## src/rtl/instr_fetch_unit.sv

```systemverilog
// Fetch stage of the multi-cycle MIPS core: owns the PC, reads imem over req/ack and holds the IR for decode.
// Optional macro HALT_ON_ILLEGAL_EN stops fetch on an opcode outside {R-type, lw, sw, beq}.
module instr_fetch_unit #(
  parameter int unsigned                PC_WIDTH = 32,
  parameter logic [PC_WIDTH-1:0]        RESET_PC = {PC_WIDTH{1'b0}}
) (
  input  logic                clk,
  input  logic                rst_n,
  output logic                imem_req,
  output logic [PC_WIDTH-1:0] imem_addr,
  input  logic [31:0]         imem_rdata,
  input  logic                imem_ack,
  output logic [31:0]         ir,
  output logic [5:0]          opcode,
  output logic                ir_valid,
  input  logic                ir_ready,
  input  logic                branch_taken,
  output logic [PC_WIDTH-1:0] pc,
  output logic [PC_WIDTH-1:0] pc_plus4,
  output logic                halted
);

  typedef enum logic [1:0] {
    S_IDLE  = 2'd0,
    S_FETCH = 2'd1,
    S_VALID = 2'd2,
    S_HALT  = 2'd3
  } state_t;

  localparam logic [PC_WIDTH-1:0] PC_STEP = {{(PC_WIDTH-3){1'b0}}, 3'd4};

`ifdef HALT_ON_ILLEGAL_EN
  function automatic logic is_legal_op(input logic [5:0] op);
    case (op)
      6'b000000, 6'b100011, 6'b101011, 6'b000100: is_legal_op = 1'b1;
      default:                                    is_legal_op = 1'b0;
    endcase
  endfunction
`endif

  state_t              state_q, state_d;
  logic [PC_WIDTH-1:0] pc_q, pc_d;
  logic [PC_WIDTH-1:0] pc_plus4_q, pc_plus4_d;
  logic [31:0]         ir_q, ir_d;
  logic                ir_valid_q, ir_valid_d;
  logic                req_q, req_d;
  logic                halted_q, halted_d;
  logic [PC_WIDTH-1:0] br_off_s;

  // Sign-extended word offset of a beq immediate, already scaled to bytes.
  assign br_off_s = {{(PC_WIDTH-18){ir_q[15]}}, ir_q[15:0], 2'b00};

  // Next-state and next-output logic for the fetch FSM.
  always_comb begin
    state_d    = state_q;
    pc_d       = pc_q;
    pc_plus4_d = pc_plus4_q;
    ir_d       = ir_q;
    ir_valid_d = ir_valid_q;
    req_d      = req_q;
    halted_d   = halted_q;
    case (state_q)
      S_IDLE: begin
        state_d = S_FETCH;
        req_d   = 1'b0;
      end
      S_FETCH: begin
        // An ack only counts against a request actually on the bus.
        if (req_q && imem_ack) begin
          ir_d  = imem_rdata;
          req_d = 1'b0;
`ifdef HALT_ON_ILLEGAL_EN
          if (!is_legal_op(imem_rdata[31:26])) begin
            halted_d   = 1'b1;
            ir_valid_d = 1'b0;
            state_d    = S_HALT;
          end else begin
            ir_valid_d = 1'b1;
            state_d    = S_VALID;
          end
`else
          ir_valid_d = 1'b1;
          state_d    = S_VALID;
`endif
        end else begin
          req_d = 1'b1;
        end
      end
      S_VALID: begin
        if (ir_ready) begin
          ir_valid_d = 1'b0;
          req_d      = 1'b1;
          state_d    = S_FETCH;
          if (branch_taken) begin
            pc_d = pc_plus4_q + br_off_s;
          end else begin
            pc_d = pc_plus4_q;
          end
          pc_plus4_d = pc_d + PC_STEP;
        end else begin
          state_d = S_VALID;
        end
      end
      S_HALT: begin
        req_d = 1'b0;
      end
      default: begin
        state_d    = S_IDLE;
        req_d      = 1'b0;
        ir_valid_d = 1'b0;
      end
    endcase
  end

  // State and output registers.
  always_ff @(posedge clk or negedge rst_n) begin
    if (!rst_n) begin
      state_q    <= S_IDLE;
      pc_q       <= RESET_PC;
      pc_plus4_q <= RESET_PC + PC_STEP;
      ir_q       <= 32'h0000_0000;
      ir_valid_q <= 1'b0;
      req_q      <= 1'b0;
      halted_q   <= 1'b0;
    end else begin
      state_q    <= state_d;
      pc_q       <= pc_d;
      pc_plus4_q <= pc_plus4_d;
      ir_q       <= ir_d;
      ir_valid_q <= ir_valid_d;
      req_q      <= req_d;
      halted_q   <= halted_d;
    end
  end

  assign imem_req  = req_q;
  assign imem_addr = pc_q;
  assign ir        = ir_q;
  assign opcode    = ir_q[31:26];
  assign ir_valid  = ir_valid_q;
  assign pc        = pc_q;
  assign pc_plus4  = pc_plus4_q;
  assign halted    = halted_q;

endmodule

```

## config.mk

```make
export PLATFORM = sky130hd
export DESIGN_NAME = instr_fetch_unit
export DESIGN_NICKNAME = d
export VERILOG_FILES = /design/src/rtl/instr_fetch_unit.sv
export SDC_FILE = /design/constraint.sdc
export NUM_CORES = 1
export LEC_CHECK = 0
export BUFFER_PORTS_ARGS = -buffer_cell sky130_fd_sc_hd__buf_2
export CAP_MARGIN = 20
export CORE_MARGIN = 4
export CORE_UTILIZATION = 58
export CTS_CLUSTER_SIZE = 25
export DETAILED_ROUTE_END_ITERATION = 10
export GPL_TIMING_DRIVEN = 0
export PLACE_DENSITY = 0.87
export RECOVER_POWER = 50
export SLEW_MARGIN = 30
export SYNTH_ARGS = -nofsm -noshare
export SYNTH_HDL_FRONTEND = slang
export SYNTH_SLANG_ARGS = --single-unit
```

## constraint.sdc

```tcl
create_clock -name clk -period 7.1 [get_ports clk]
set_input_delay 1.065 -clock clk [delete_from_list [all_inputs] [get_ports clk]]
set_output_delay 1.065 -clock clk [all_outputs]
set_load 0.05 [all_outputs]
```

; ---- Word-level counts from Yosys, hierarchy flattened
; Index checks and enable logic that the tools add are counted.
[classes]
addsub = 2
muxes = 12
eq_ne = 5
reduce_logical = 9
[op_table]
columns = cell, n
row1 = $mux 32, 3
row2 = $add 32x3->32 const B, 1
row3 = $add 32x32->32, 1
row4 = $pmux 2 s3, 1
row5 = $reduce_and 2->1, 3
row6 = $eq 2x2->1 const B, 2
row7 = $mux 1, 4
row8 = $mux 2, 2
row9 = $ne 2x2->1 const B, 2
row10 = $pmux 1 s3, 1
row11 = $reduce_and 3->1, 1
row12 = $reduce_bool 3->1, 1
row13 = $eq 2x1->1 const B, 1
row14 = $logic_not 2->1, 1
row15 = $pmux 1 s2, 1
row16 = $reduce_bool 2->1, 1
row17 = $reduce_or 2->1, 1
row18 = $logic_and 1x1->1, 1
[word_totals]
wordCells = 34
register_bits = 100
output_inout_bits = 137
input_bits = 37

; ---- Logic depth before layout (Yosys ltp)
[logic_depth]
ltp_word = 5
depth_mapped = 16
mapped_depth_nobuf = 15

; ---- Least setup slack after synthesis
; OpenSTA, ideal clock, no wires.
[synth_timing]
path_kind = reg2reg
startpoint = register pc_plus4_q[2] (netlist: pc_plus4[2])
endpoint = register pc_plus4_q[28] (netlist: pc_plus4[28])
path_buffers = 1
path_slack_ps = 3073
arrival_time_ps = 3898
synth_period_minus_slack_ps = 4027
stages_incl_launch_ff = 16
cell_sequence = dfstp_2 > ha_1 > inv_1 > fa_1 > nor2b_4 > o31ai_1 > a21oi_1 > nor3_1 > o21bai_1 > a32oi_1 > or4_4 > or4_1 > buf_2 > nor4b_4 > xor2_1 > o21ai_1
[synth_between]
elab_chain_len = 5
[synth_lines]
columns = element, line_no
row1 = start: declaration, 43  ; logic [PC_WIDTH-1:0] pc_plus4_q, pc_plus4_d;
row2 = start signal: assignment, 120  ; pc_plus4_q <= RESET_PC + PC_STEP;
row3 = start signal: assignment, 128  ; pc_plus4_q <= pc_plus4_d;
row4 = $add 32x32->32, 95  ; pc_d = pc_plus4_q + br_off_s;
row5 = $mux 32 *, 94  ; if (branch_taken) begin
row6 = $mux 32 *, 90  ; if (ir_ready) begin
row7 = $mux 32 *, 62  ; case (state_q)
row8 = $add 32x3->32 *, 99  ; pc_plus4_d = pc_d + PC_STEP;
; Every way passes the cells marked *; elsewhere a longest branch is shown, timed or not. The select of a mux whose other input is x is not followed.
; A chain may end at the register's enable or synchronous reset.

; ---- Worst setup path in the final report
[layout_timing]
startpoint = register pc_plus4_q[2] (netlist: pc_plus4[2])
endpoint = register pc_plus4_q[31] (netlist: pc_plus4[31])
; The elaborated chain is that of the path after synthesis.

==> flow_summary.json <==
{
  "run_status": "finished with violations",
  "violations": "capacitance limit, slew limit",
  "min_period_ns": 4.34,
  "path_delay_family": "compound AO/OA/AOI/OAI gates",
  "cp.depth": 14,
  "avgRoutedWirePerCell_um": 16.7,
  "ys_types": 71,
  "wl_um": 17400,
  "num_io_pins": 174,
  "die_w_um": 114,
  "path_buf_inv": 1,
  "numCtsBuffers": 9,
  "fin_worst_skew_ns": 0.0175,
  "max_clock_freq_mhz": 230,
  "cp.arrival_ns": 4.65,
  "die_area_um2": 12900,
  "synthArstFlopShare": 1.00,
  "drv_cap": 1,
  "fillCellCount": 854,
  "area_delta_synth_final_pct": 18.8,
  "start_util": 0.594,
  "cp_max_fo": 4,
  "drv_slew": 26,
  "synth_flop_cell": "dfrtp_1",
  "slowest_stage": "o41ai_1",
  "antenna_cells": 0,
  "h-tree-depth": 3,
  "worst_pin_slew_ns": 1.50,
  "drc_errors": 0,
  "synth_area_um2": 6470,
  "clk_pin_slew_ns": 0.10,
  "cts_max_path_buffers": 2,
  "portBuffers": 166,
  "yosys_warnings": 0,
  "avgSynthCellArea_um2": 9.05,
  "avgViaCountPerCell": 5.81,
  "overflow": 0,
  "grt_pass1_wl_um": 28100,
  "syn_inst": 715,
  "crit_chain": "ha_1 > inv_1 > fa_1 > nor2b_4 > o31a_1 > o31ai_1 > o41ai_1 > nand2_1 > xnor2_1 > a32o_1 > nor4b_2 > nand4b_1 > mux2i_1 > xnor2_1",
  "dieHeight_um": 114,
  "rsz0062_at_grt": "false",
  "slew_headroom": -0.00317,
  "setup_viol": 0,
  "holdPathStages": 2,
  "dr_total_vias": 6065,
  "antenna_found_initial": 0,
  "drt_iter0_drc": 439,
  "finalNetCount": 971,
  "finalHoldViolCount": 0,
  "synth_edf_count": 0,
  "period_share": 0.611,
  "place.gp.congestion": 0.891,
  "num_rows": 38,
  "cts_tree": "yes",
  "dp_hpwl_um": 13600,
  "critPathLaunchType": "flip-flop",
  "first_pass_iters": 6,
  "path_common_cell": "xnor2_1",
  "root_buffer": "clkbuf_8",
  "ctsHoldBuffers": 0,
  "grt_start_max_net_pins": 71,
  "multiInputGateArea_um2": 3620,
  "tns_ns": 0,
  "cp-end-kind": "flip-flop",
  "required_ns": 7.41,
  "core_um2": 10900,
  "antenna_left": 0,
  "post_cts_resized": 0,
  "drive_gt1_frac": 0.274,
  "numClockSinks": 96,
  "regArea_um2": 2400,
  "postCtsSetupBuffers": 0,
  "reg2reg_depth": 14,
  "grt_pass1_vias": 5756,
  "critical-path-max-stage-delay_ns": 0.74,
  "synth_seq_cells": 96,
  "hp-class": "flip-flop to flip-flop",
  "seq_area_frac_synth": 0.371,
  "clk_latency_ns": 0.38,
  "path_class": "flip-flop to flip-flop",
  "grt_usage": 0.269
}
[metrics by stage]
stage / cells / cell area (um^2) / hold slack (ns) / util / worst slack [ns]
floorplan: 721 / 6490 / 0.547 / - / 3.07
global placement: 1027 / 7500 / 0.484 / 0.689 / 2.63
detailed placement: 1028 / 7530 / 0.490 / 0.692 / 2.61
CTS: 1043 / 7730 / 0.513 / 0.710 / 2.81
global route: 1043 / 7690 / 0.542 / 0.706 / 2.55
finish: 1043 / 7690 / 0.514 / 0.706 / 2.76
[tightest hold or removal path, cell delays in order (launching register included)]
cell and delay (ns):
dfrtp_1 0.37, nand2_1 0.05, o21ai_0 0.06
[synth_stat cells (3+ instances only)]
cell type | count | area [um^2]
nand2_1 | 105 | 394
dfrtp_1 | 95 | 2380
o21ai_0 | 70 | 350
a21oi_1 | 43 | 215
buf_4 | 43 | 323
mux2_2 | 35 | 394
ha_1 | 34 | 425
nor2_1 | 33 | 124
xor2_1 | 23 | 201
clkbuf_1 | 17 | 63.8
xnor2_1 | 17 | 149
a21o_1 | 15 | 113
nand3_1 | 15 | 75.1
nor2b_1 | 14 | 87.6
a211oi_1 | 9 | 67.6
inv_1 | 9 | 33.8
mux2i_1 | 9 | 90.1
a31oi_1 | 8 | 50.1
nor3_1 | 8 | 40.0
and3_1 | 7 | 43.8
or3_1 | 7 | 43.8
a32oi_1 | 6 | 52.6
and2_1 | 6 | 37.5
buf_1 | 5 | 18.8
o21a_1 | 5 | 37.5
buf_2 | 4 | 20.0
nand2b_1 | 4 | 25.0
nand3b_1 | 4 | 30.0
o21bai_1 | 4 | 30.0
o31ai_1 | 4 | 30.0
nor4_1 | 3 | 18.8
o211ai_1 | 3 | 22.5
o21ai_1 | 3 | 15.0
[cell families after synthesis]
family | synth area share
AO/OA/AOI/OAI | 0.186
XOR/XNOR | 0.0541
adder cells (fa/ha/maj) | 0.0688
buffers and inverters | 0.0723
flip-flops | 0.371
multiplexers | 0.0748
other | 0.000579
AND/OR/NAND/NOR | 0.172
[layout make-up]
cell class	count	area share
plain buffers	70	0.0560
multi-input cells	545	0.471
repair buffers	167	0.107
clock buffers	10	0.0179
inverters	10	0.00488
well taps	140	0.0228
flip-flops and latches	96	0.313
clock inverters	5	0.00749
[flip-flops by register name, summed over array words and instances, names as in the netlist]
register,cells
imem_addr,30
imem_req,1
ir,32
ir_valid,1
pc_plus4,30
state_q,2
[final timing paths]
| check | start | to | slack [ns] |
|---|---|---|---|
| hold / removal | imem_addr[19] | imem_addr[19] | 0.51 |
| hold reg to reg | imem_addr[19] | imem_addr[19] | 0.51 |
| setup reg to reg | pc_plus4[2] | pc_plus4[31] | 2.76 |
| max in group asynchronous | rst_n | pc_plus4[2] | 5.04 |
| setup / recovery | pc_plus4[2] | pc_plus4[31] | 2.76 |
| min in group asynchronous | rst_n | ir[29] | 1.04 |
[cell usage in the layout, fill, tap and decap left out, drive strengths merged, types with 5 or more instances in the layout]
cell type / Yosys / final
a21oi: 43 / 43
o21a: 5 / 5
and3: 7 / 7
a32oi: 6 / 6
o21ai: 74 / 74
ha: 34 / 34
a31oi: 8 / 8
inv: 10 / 10
nor2: 33 / 33
or3: 7 / 7
xnor2: 17 / 17
dfrtp: 95 / 95
nand2: 105 / 105
mux2: 35 / 35
xor2: 23 / 23
nor2b: 15 / 15
nor3: 8 / 8
clkbuf: 18 / 57
a21o: 15 / 15
conb: 1 / 7
and2: 6 / 6
nand3: 15 / 15
buf: 52 / 190
a211oi: 9 / 9
mux2i: 9 / 9
[layer usage]
layer | up-vias | track usage | share of wire
li1 | 2878 | - | -
met1 | 2868 | 0.378 | 0.44
met2 | 283 | 0.413 | 0.45
met3 | 36 | 0.0573 | 0.089
met4 | 0 | 0.0938 | 0.024
met5 | - | 0 | 0
Power is not shown: default switching activity piles up to over one toggle a cycle in this logic, so the estimate is an artifact.
